`src/rtl/router_fsm_nch.sv`:
```
// router_fsm_nch: control FSM for a 1xN packet router.
// Decodes the header address, waits for the destination FIFO to drain
// (with an optional timeout), sequences header/payload/parity loading,
// handles FIFO-full stalls and drops packets with an out-of-range address.
// Optional feature macro: ROUTER_FSM_DROP_STATS_EN adds a saturating
// drop counter (drop_count) with a synchronous clear (clr_stats).
//
// state              | meaning
// -------------------+---------------------------------------------------
// ST_DECODE          | idle / header decode, latch destination channel
// ST_WAIT            | destination FIFO not empty, wait (with timeout)
// ST_LFD             | load header byte into FIFO
// ST_LD              | load payload bytes
// ST_FULL            | destination FIFO full, stall
// ST_LAF             | resume loading after a full stall
// ST_LP              | load parity byte
// ST_CPE             | check parity, clear internal registers
// ST_DROP            | discard packet (bad address or wait timeout)

module router_fsm_nch #(
    parameter int NUM_CH       = 3,
    parameter int ADDR_W       = 2,
    parameter int WAIT_TIMEOUT = 1023,
    parameter int TO_W         = 10
) (
    input  logic              clk,
    input  logic              resetn,
    input  logic              packet_valid,
    input  logic [ADDR_W-1:0] data_in,
    input  logic              fifo_full,
    input  logic [NUM_CH-1:0] fifo_empty,
    input  logic [NUM_CH-1:0] soft_reset,
    input  logic              parity_done,
    input  logic              low_packet_valid,
    output logic              write_enb_reg,
    output logic              detect_add,
    output logic              lfd_state,
    output logic              ld_state,
    output logic              laf_state,
    output logic              full_state,
    output logic              rst_int_reg,
    output logic              busy,
    output logic              drop_state,
    output logic [ADDR_W-1:0] sel_ch,
    output logic              timeout_err
`ifdef ROUTER_FSM_DROP_STATS_EN
    ,
    input  logic              clr_stats,
    output logic [15:0]       drop_count
`endif
);

    typedef enum logic [3:0] {
        ST_DECODE = 4'd0,
        ST_WAIT   = 4'd1,
        ST_LFD    = 4'd2,
        ST_LD     = 4'd3,
        ST_FULL   = 4'd4,
        ST_LAF    = 4'd5,
        ST_LP     = 4'd6,
        ST_CPE    = 4'd7,
        ST_DROP   = 4'd8
    } state_t;

    // Per-channel flags are padded to the full address space so that any
    // address value can index them; unused channels read as 0.
    localparam int PAD_W = 1 << ADDR_W;

    // Timeout runs as a down-counter loaded on every cycle outside
    // ST_WAIT; terminal count 0 marks the WAIT_TIMEOUT-th cycle in ST_WAIT.
    localparam bit             TO_EN   = (WAIT_TIMEOUT > 0);
    localparam logic [TO_W-1:0] TO_LOAD = TO_W'((WAIT_TIMEOUT > 0) ? (WAIT_TIMEOUT - 1) : 0);

    state_t            state_q, state_d;
    logic [ADDR_W-1:0] sel_ch_q, sel_ch_d;
    logic [TO_W-1:0]   to_cnt_q, to_cnt_d;
    logic              timeout_err_q, timeout_err_d;
    logic              timeout_fire;

    logic [PAD_W-1:0]  empty_pad;
    logic [PAD_W-1:0]  srst_pad;
    logic              addr_valid;
    logic              srst_hit;

    // Pad per-channel flags out to the address space and decode the header
    always_comb begin
        empty_pad                = '0;
        empty_pad[NUM_CH-1:0]    = fifo_empty;
        srst_pad                 = '0;
        srst_pad[NUM_CH-1:0]     = soft_reset;
        addr_valid               = (int'(data_in) < NUM_CH);
        srst_hit                 = srst_pad[sel_ch_q];
    end

    // State and datapath registers
    always_ff @(posedge clk or negedge resetn) begin
        if (!resetn) begin
            state_q       <= ST_DECODE;
            sel_ch_q      <= '0;
            to_cnt_q      <= '0;
            timeout_err_q <= 1'b0;
        end else begin
            state_q       <= state_d;
            sel_ch_q      <= sel_ch_d;
            to_cnt_q      <= to_cnt_d;
            timeout_err_q <= timeout_err_d;
        end
    end

    // Next-state logic; a soft reset on the selected channel overrides all
    always_comb begin
        state_d      = state_q;
        timeout_fire = 1'b0;
        case (state_q)
            ST_DECODE: begin
                if (packet_valid) begin
                    if (!addr_valid) begin
                        state_d = ST_DROP;
                    end else if (empty_pad[data_in]) begin
                        state_d = ST_LFD;
                    end else begin
                        state_d = ST_WAIT;
                    end
                end
            end
            ST_WAIT: begin
                if (empty_pad[sel_ch_q]) begin
                    state_d = ST_LFD;
                end else if (TO_EN && (to_cnt_q == '0)) begin
                    state_d      = ST_DROP;
                    timeout_fire = 1'b1;
                end
            end
            ST_LFD: state_d = ST_LD;
            ST_LD: begin
                if (fifo_full) begin
                    state_d = ST_FULL;
                end else if (!packet_valid) begin
                    state_d = ST_LP;
                end
            end
            ST_FULL: begin
                if (!fifo_full) begin
                    state_d = ST_LAF;
                end
            end
            ST_LAF: begin
                if (parity_done) begin
                    state_d = ST_DECODE;
                end else if (low_packet_valid) begin
                    state_d = ST_LP;
                end else begin
                    state_d = ST_LD;
                end
            end
            ST_LP:  state_d = ST_CPE;
            ST_CPE: state_d = fifo_full ? ST_FULL : ST_DECODE;
            ST_DROP: begin
                if (!packet_valid) begin
                    state_d = ST_DECODE;
                end
            end
            default: state_d = ST_DECODE;
        endcase

        if (srst_hit) begin
            state_d      = ST_DECODE;
            timeout_fire = 1'b0;
        end
    end

    // Channel latch, wait timer and timeout pulse
    always_comb begin
        sel_ch_d = sel_ch_q;
        if ((state_q == ST_DECODE) && packet_valid) begin
            sel_ch_d = data_in;
        end

        to_cnt_d = to_cnt_q;
        if (state_q != ST_WAIT) begin
            to_cnt_d = TO_LOAD;
        end else if (to_cnt_q != '0) begin
            to_cnt_d = to_cnt_q - 1'b1;
        end

        timeout_err_d = timeout_fire;
    end

    // Moore output decode of the registered state
    always_comb begin
        write_enb_reg = 1'b0;
        detect_add    = 1'b0;
        lfd_state     = 1'b0;
        ld_state      = 1'b0;
        laf_state     = 1'b0;
        full_state    = 1'b0;
        rst_int_reg   = 1'b0;
        busy          = 1'b0;
        drop_state    = 1'b0;
        case (state_q)
            ST_DECODE: detect_add = 1'b1;
            ST_WAIT:   busy       = 1'b1;
            ST_LFD: begin
                lfd_state = 1'b1;
                busy      = 1'b1;
            end
            ST_LD: begin
                ld_state      = 1'b1;
                write_enb_reg = 1'b1;
            end
            ST_FULL: begin
                full_state = 1'b1;
                busy       = 1'b1;
            end
            ST_LAF: begin
                laf_state     = 1'b1;
                busy          = 1'b1;
                write_enb_reg = 1'b1;
            end
            ST_LP: begin
                busy          = 1'b1;
                write_enb_reg = 1'b1;
            end
            ST_CPE: begin
                rst_int_reg = 1'b1;
                busy        = 1'b1;
            end
            ST_DROP: drop_state = 1'b1;
            default: detect_add = 1'b0;
        endcase
    end

    assign sel_ch      = sel_ch_q;
    assign timeout_err = timeout_err_q;

`ifdef ROUTER_FSM_DROP_STATS_EN
    logic [15:0] drop_cnt_q, drop_cnt_d;
    logic        drop_entry;

    // Count entries into ST_DROP, saturating; clear wins over increment
    always_comb begin
        drop_entry = (state_d == ST_DROP) && (state_q != ST_DROP);
        drop_cnt_d = drop_cnt_q;
        if (clr_stats) begin
            drop_cnt_d = '0;
        end else if (drop_entry && (drop_cnt_q != 16'hFFFF)) begin
            drop_cnt_d = drop_cnt_q + 16'd1;
        end
    end

    // Drop statistics register
    always_ff @(posedge clk or negedge resetn) begin
        if (!resetn) begin
            drop_cnt_q <= '0;
        end else begin
            drop_cnt_q <= drop_cnt_d;
        end
    end

    assign drop_count = drop_cnt_q;
`endif

endmodule

```
`config.mk`:
```
export PLATFORM = sky130hd
export DESIGN_NAME = router_fsm_nch
export DESIGN_NICKNAME = d
export VERILOG_FILES = /design/src/rtl/router_fsm_nch.sv
export SDC_FILE = /design/constraint.sdc
export NUM_CORES = 1
export LEC_CHECK = 0
export ABC_AREA = 1
export ABC_CLOCK_PERIOD_IN_PS = 2760
export BUFFER_PORTS_ARGS = -buffer_cell sky130_fd_sc_hd__buf_2
export CAP_MARGIN = 5
export CORE_MARGIN = 8
export CORE_UTILIZATION = 35
export DETAILED_ROUTE_END_ITERATION = 6
export PLACE_DENSITY = 0.63
export REMOVE_ABC_BUFFERS = 1
export SLEW_MARGIN = 20
export SYNTH_ARGS = -nofsm -noshare
export SYNTH_HDL_FRONTEND = slang
export SYNTH_SLANG_ARGS = --single-unit
```
`constraint.sdc`:
```
create_clock -name clk -period 2.76 [get_ports clk]
set_clock_uncertainty 0.05 [all_clocks]
set_input_delay 0.414 -clock clk [delete_from_list [all_inputs] [get_ports clk]]
set_output_delay 0.414 -clock clk [all_outputs]
set_load 0.01 [all_outputs]
```
Word-level counts from Yosys, hierarchy flattened
Index checks and enable logic that the tools add are counted.

Register bits: 17. Output and inout port bits: 12. Bits of input ports: 14. Logic and storage cells: 65.

Muxes and demuxes: 35. $lt $le $gt $ge: 3. Equality and inequality tests: 14. Add/subtract/negate cells: 1. Reductions and logical operators: 8.

Operators with widths (number): 2-to-1 mux 4 bit (9); one-hot mux 4 bit (9 select lines) (1); 2-to-1 mux 10 bit (2); equality test 4 x 3 -> 1 bit (second input constant) (4); 2-to-1 mux 1 bit (16); logical NOT 10 bit (1); nonzero test 10 bit (1); subtractor 10 x 1 -> 10 bit (second input constant) (1); 2-to-1 mux 3 bit (3); != test 3 bit (second input constant) (3); equality test 4 x 2 -> 1 bit (second input constant) (2); != test 4 bit (second input constant) (2); binary-select mux 1 bit (select 2 bit) (3); less-than comparator 2 x 3 -> 1 bit (second input constant) (2); OR reduction 6 bit (1); AND reduction 5 bit (1); equality test 4 x 1 -> 1 bit (second input constant) (1); equality test 4 bit (second input constant) (1); logical NOT 4 bit (1); != test 4 x 1 -> 1 bit (second input constant) (1); OR reduction 3 bit (1); less-than comparator 2 bit (second input constant) (1); 2-to-1 mux 2 bit (1); nonzero test 2 bit (1); logical AND 1 bit (1).

Longest topological paths before layout
Gate-level depths: netlist of run 1.

Depth in word-level cells: 7. Mapped depth: 10. Mapped depth without buffers: 10.

Worst setup path after synthesis of run 1
OpenSTA, ideal clock, no wires.

Path type: flip-flop to flip-flop. Start point: register to_cnt_q[0]. End point: register to_cnt_q[1]. Data required time: 2.589 ns. Path buffers: 0. Period minus slack after synthesis: 1.501 ns. Arrival: 1.330 ns. Library setup time: 0.121 ns. Slack: 1.259 ns. Stages on the path, launching flop included: 10. Path through: dfrtp_1 > inv_1 > ha_1 > nand2_1 > nor2_4 > nand3_4 > nor2_1 > inv_1 > nand2_1 > o21ai_1.

Word-level cells in the longest chain between the ends: 3. Elaborated cells on any way between the ends: 5. Classes of those cells: add/sub (1); mux (2); reduce/logical (2).

Ends and longest elaborated chain: start, declared (line 76) `logic [TO_W-1:0] to_cnt_q, to_cnt_d;`; start signal, assigned (line 105) `to_cnt_q <= to_cnt_d;`; subtractor 10 x 1 -> 10 bit (line 183) `to_cnt_d = to_cnt_q - 1'b1;`; 2-to-1 mux 10 bit (line 182) `end else if (to_cnt_q != '0) begin`; 2-to-1 mux 10 bit (line 180) `if (state_q != ST_WAIT) begin`.

Several ways; a longest one is shown, not always the timed one. The select of a mux whose other input is x is not followed. A chain may end at the register's enable or synchronous reset.

Worst setup path after layout of run 1
Start point: register state_q[3]. End point: output busy.

Word-level cells in the longest chain between the ends: 3. Elaborated cells on any way between the ends: 8. Classes of those cells: eq/ne (6); mux (1); reduce/logical (1).

Ends and longest elaborated chain: start, declared (line 74) `state_t state_q, state_d;`; start signal, assigned (line 103) `state_q <= state_d;`; equality test 4 x 3 -> 1 bit, or another cell as far along (line 200) `case (state_q)`; OR reduction 6 bit (no line) (*); 2-to-1 mux 1 bit (*) (line 200); end, declared (line 42) `output logic busy,`.

Every way passes the cells marked *; elsewhere a longest branch is shown, timed or not.

==> run_results.csv, run 1 <==
group,metric,value,unit
run_status,outcome,"complete, no violations",
clock_tree,cts.clk_slew.worst_paths,0.10,ns
finish,postLayoutCoreUtil,42.9,%
drt,dr.pass1.iters,4,
sta,setup_viol,0,
die,rows,21,
power_and_ir_drop,p_leak,0.766,nW
placement,port_buffers,25,
placement,dp_cells,253,
sta,hold_viol,0,
drt,avgRoutedWirePerCell,10.7,um
clock_tree,numCtsBuffers,3,
worst_setup_path,worstPathRequired,2.30,ns
grt,overflow,0,
worst_setup_path,startpoint_type,"flip-flop",
power_and_ir_drop,finalPower,1.03,mW
sta,rsz0062_at_grt,"no",
clock_tree,htree_levels,1,
worst_setup_path,r2r-start,"to_cnt_q[0]",
worst_setup_path,crit_fanout,8,
die,die-area,5570,um2
die,io-pin-count,26,
power_and_ir_drop,ir_worst_vdd,0.404,mV
drt,drc,0,
finish,n_antenna_cell,0,
finish,final_common_cell,"nand2_1",
finish,regArea,425,um2
synth,synth_area,1200,um2
worst_setup_path,r2r_slack,1.10,ns
die,fp.dieW,74.6,um
drt,vias,1190,
die,start_util,36.3,%
placement,dp_slack,1.05,ns
finish,syn_to_final_growth,18.2,%
hold_path,min_from,"data_in[1]",
worst_setup_path,crit_path_end_kind,"output pin",
grt,grt_pass1_vias,1204,
clock_tree,root_buffer,"clkbuf_4",
grt,antenna_found_initial,0,
finish,drive_gt1_share,18.9,%
grt,grt_max_degree,18,
finish,mostFrequentLayoutCells,"nand2_1, inv_1, buf_2, nand3_1, dfrtp_1",
hold_path,hp-class,"input port to flip-flop",
finish,multi_input_area,627,um2
sta,timing.fmax,492,MHz
sta,fin_ws,0.729,ns
finish,fin_nets,228,
drt,drtAntennaViolNets,0,
synth,yosys_warnings,0,
die,die_y,74.6,um
worst_setup_path,critPathLaunch,"state_q[3]",
sta,period_share,73.6,%
sta,slew_viol_final,0,
sta,tightest_slew,0.381,ns
die,core-area,3310,um2
sta,tns,0,ns
synth,seq_area_frac_synth,35.4,%
synth,synth_area_per_cell,6.61,um2
sta,period_minus_slack,2.03,ns
synth,ys_types,23,
clock_tree,clk_latency,0.29,ns
power_and_ir_drop,p_per_area,728,nW/um2
clock_tree,tritoncts,"built",
synth,synth-seq-cells,17,
placement,gp_congestion,0.808,
clock_tree,clockBufferDepth,2,
finish,final-instance-count-excl-fill,258,
drt,initialDrtViolationCount,85,
grt,track_usage,11.4,%
drt,drt-total-wl,2.77,mm
synth,synth_cells,182,
placement,hpwl,2.24,mm
flow_run,maxCapViolCount,0,
sta,slew_headroom,74.6,%
drt,vias_per_cell,4.61,
worst_setup_path,crit_arrival,1.57,ns
finish,nFillCells,382,
clock_tree,clock-sinks,17,
grt,grt_pass1_wl,5.04,mm
worst_setup_path,critical_path_class,"flip-flop to output pin",
==> synthesized netlist by cell type <==
library cell / count / area (um2)
nand2_4: 1 / 11.3
nor2_4: 3 / 33.8
dfrtp_1: 17 / 425
a21oi_1: 5 / 25.0
ha_1: 1 / 12.5
o211ai_1: 2 / 15.0
o31ai_1: 1 / 7.51
nand2_2: 2 / 12.5
o21ai_1: 4 / 20.0
nor2_2: 3 / 18.8
nand3_2: 1 / 10.0
nand3_4: 1 / 17.5
inv_2: 1 / 3.75
nand4_1: 3 / 18.8
nand3b_1: 1 / 7.51
o21ai_0: 7 / 35.0
xor2_1: 2 / 17.5
inv_1: 39 / 146
nor2_1: 16 / 60.1
a31oi_1: 1 / 6.26
nor3_1: 2 / 10.0
nand2_1: 46 / 173
nand3_1: 23 / 115
==> layer usage <==
| metal | global-route usage (%) | share of wire (%) | vias to the layer above |
|---|---|---|---|
| met5 | 0 | 0 | - |
| met4 | 3.48 | 0.61 | 0 |
| met3 | 3.20 | 3.2 | 2 |
| met2 | 19.1 | 48 | 25 |
| li1 | - | - | 630 |
| met1 | 13.7 | 48 | 533 |
==> where the power goes <==
part / switching, mW / internal, mW
sequential: 0.0556 / 0.295
combinational: 0.360 / 0.189
clock: 0.0803 / 0.0562
==> area by class of cell <==
type                            instances  share of cell area (%)
Sequential cell                        17                    29.9
Timing Repair Buffer                   26                    9.51
Clock buffer                            4                    1.85
Multi-Input combinational cell        125                    44.1
Inverter                               40                    10.6
Tap cell                               46                    4.05
==> kinds of logic after synthesis <==
kind of cell,after synthesis,share of synthesized area (%)
AND/OR/NAND/NOR,102,40.6
buffers and inverters,40,12.5
AO/OA/AOI/OAI,20,9.05
flip-flops,17,35.4
XOR/XNOR,2,1.46
adder cells (fa/ha/maj),1,1.04
==> critical path: stages (launching register included) <==
cell and delay [ns]:
dfrtp_1 0.46, inv_1 0.11, nand2_2 0.11, nor2_4 0.24
inv_2 0.13, nand3_1 0.09, buf_2 0.13
==> through the flow <==
| stage | hold WS (ns) | cell area, um2 |
|---|---|---|
| global placement | 0.308 | 1390 |
| finish | 0.365 | 1420 |
| global route | 0.389 | 1420 |
| CTS | 0.364 | 1420 |
| detailed placement | 0.316 | 1390 |
| floorplan | 0.0684 | 1200 |
==> flip-flops by register name, summed over array words and instances (netlist names) <==
| register | flops |
|---|---|
| sel_ch | 2 |
| to_cnt_q | 10 |
| state_q | 4 |
| timeout_err | 1 |
==> final timing paths <==
path                                to  cells after the start
max                               busy                      6
min                          sel_ch[1]                      3
max reg2reg                to_cnt_q[1]                      9
min reg2reg                to_cnt_q[7]                      1
max in group asynchronous  to_cnt_q[2]                      2
min in group asynchronous  to_cnt_q[8]                      2
==> what timing repair did <==
item                                   in CTS  in global routing
hold buffers                                1                  0
endpoints found under the hold margin      17                  0
buffers inserted                            0                  0
resized for setup                           0                  0
(Power assumes the default switching activity.)
==> run 2: changes to the inputs <==
--- a/config.mk
+++ b/config.mk
@@ -6,13 +6,13 @@
 export NUM_CORES = 1
 export LEC_CHECK = 0
 export ABC_AREA = 1
-export ABC_CLOCK_PERIOD_IN_PS = 2760
+export ABC_CLOCK_PERIOD_IN_PS = 1700
 export BUFFER_PORTS_ARGS = -buffer_cell sky130_fd_sc_hd__buf_2
 export CAP_MARGIN = 5
 export CORE_MARGIN = 8
 export CORE_UTILIZATION = 35
 export DETAILED_ROUTE_END_ITERATION = 6
-export PLACE_DENSITY = 0.63
+export PLACE_DENSITY = 0.65
 export REMOVE_ABC_BUFFERS = 1
 export SLEW_MARGIN = 20
 export SYNTH_ARGS = -nofsm -noshare
==> constraint.sdc (replaced) <==
create_clock -name clk -period 1.7 [get_ports clk]
set_clock_uncertainty 0.05 [all_clocks]
set_input_delay 0.255 -clock clk [delete_from_list [all_inputs] [get_ports clk]]
set_output_delay 0.255 -clock clk [all_outputs]
set_load 0.01 [all_outputs]
==> run_results.csv, run 2 (synthesized netlist as in run 1, its figures left out) <==
group,metric,value,unit
worst_setup_path,cpPeakStageDelay,0.45,ns
flow_run,maxCapViolCount,0,
die,io-pin-count,26,
die,fp.dieW,74.6,um
finish,final_area,1520,um2
power_and_ir_drop,p_leak,0.792,nW
grt,grt_max_degree,18,
placement,placed_area,1410,um2
worst_setup_path,critical_path_class,"flip-flop to output pin",
grt,track_usage,10.6,%
die,die-area,5570,um2
run_status,outcome,"complete, no violations",
drt,drc,0,
worst_setup_path,cp_cell_sequence,"inv_2 > nand2_4 > nor2_4 > inv_4 > nand3_1 > buf_2",
finish,n_antenna_cell,0,
placement,hpwl,2.18,mm
power_and_ir_drop,p_per_area,1210,nW/um2
sta,slew_headroom,74.5,%
finish,syn_to_final_growth,26.7,%
finish,final_common_cell,"nand2_1",
die,rows,21,
sta,rsz0062_at_grt,"yes",
placement,dp_slack,0.0832,ns
sta,period_share,99.2,%
sta,timing.fmax,593,MHz
finish,largest-register,"to_cnt_q",
drt,drtAntennaViolNets,0,
clock_tree,clk_latency,0.31,ns
sta,period_minus_slack,1.69,ns
drt,drt-total-wl,2.86,mm
grt,grt_pass1_wl,4.64,mm
worst_setup_path,crit_fanout,7,
finish,drive_gt1_share,29.7,%
grt,antenna_found_initial,0,
clock_tree,clockBufferDepth,2,
clock_tree,numCtsBuffers,3,
placement,dp_cells,256,
hold_path,hp-class,"input port to flip-flop",
finish,fin_nets,235,
clock_tree,tritoncts,"built",
clock_tree,cts.clk_slew.worst_paths,0.11,ns
clock_tree,htree_levels,1,
finish,mostFrequentLayoutCells,"nand2_1, inv_1, buf_2, nand3_1, dfrtp_1",
placement,port_buffers,25,
worst_setup_path,crit_path_end_kind,"output pin",
power_and_ir_drop,ir_worst_vdd,0.743,mV
sta,slew_viol_final,0,
placement,gp_congestion,0.845,
worst_setup_path,slowest_stage,"dfrtp_1",
grt,overflow,0,
finish,postLayoutCoreUtil,46.0,%
drt,vias,1206,
clock_tree,root_buffer,"clkbuf_4",
drt,initialDrtViolationCount,52,
sta,hold_viol,0,
finish,largest_register_ffs,10,
sta,tns,0,ns
die,die_y,74.6,um
worst_setup_path,crit_arrival,1.38,ns
sta,setup_viol,0,
die,core-area,3310,um2
clock_tree,clock-sinks,17,
sta,tightest_slew,0.383,ns
drt,avgRoutedWirePerCell,10.8,um
finish,final-instance-count-excl-fill,265,
grt,grt_pass1_vias,1119,
drt,dr.pass1.iters,4,
worst_setup_path,worstPathRequired,1.39,ns
drt,vias_per_cell,4.55,
power_and_ir_drop,finalPower,1.84,mW
sta,hold_slack,0.179,ns
worst_setup_path,startpoint_type,"flip-flop",
sta,fin_ws,0.0139,ns
die,start_util,36.3,%
==> run 2: layout make-up <==
type	instances	area (um2)
Inverter	40	153
Clock buffer	3	22.5
Fill cell	353	1790
Tap cell	46	57.6
Sequential cell	17	429
Clock inverter	1	7.51
Timing Repair Buffer	32	180
Multi-Input combinational cell	126	674
==> run 2: worst paths after layout <==
path | end | slack, ns | startpoint | depth (start not counted)
hold reg to reg | to_cnt_q[7] | 0.47 | to_cnt_q[7] | 1
hold / removal | sel_ch[1] | 0.18 | data_in[1] | 3
setup reg to reg | state_q[3] | 0.11 | state_q[2] | 10
setup / recovery | busy | 0.01 | state_q[2] | 6
min in group asynchronous | timeout_err | 0.33 | resetn | 2
max in group asynchronous | state_q[0] | 0.98 | resetn | 2
==> run 2: metal layers <==
layer / vias up / part of all wire (%) / global-route usage, %
li1: 650 / - / -
met1: 534 / 49 / 13.4
met2: 17 / 46 / 17.0
met3: 5 / 3.1 / 2.80
met4: 0 / 1.4 / 3.26
met5: - / 0 / 0
==> run 2: power by group <==
group | internal, mW | leakage [nW] | total (mW) | switching [mW]
Combinational | 0.393 | 0.597 | 1.02 | 0.626
Clock | 0.0900 | 0.0139 | 0.232 | 0.142
Sequential | 0.483 | 0.181 | 0.593 | 0.110
==> run 2: timing repair <==
item,CTS,global route
endpoints found under the hold margin,17,0
pin swaps,1,2
hold buffers,1,0
setup buffers,1,2
endpoints found under the setup margin,4,14
gates cloned,0,1
gates resized for setup,2,19
==> run 2: worst max-delay path, delay by kind of cell, from the launching register on <==
family	cells	cell delay (ns)
buffers and inverters	3	0.34
DFF	1	0.45
and+or+nand+nor	3	0.29
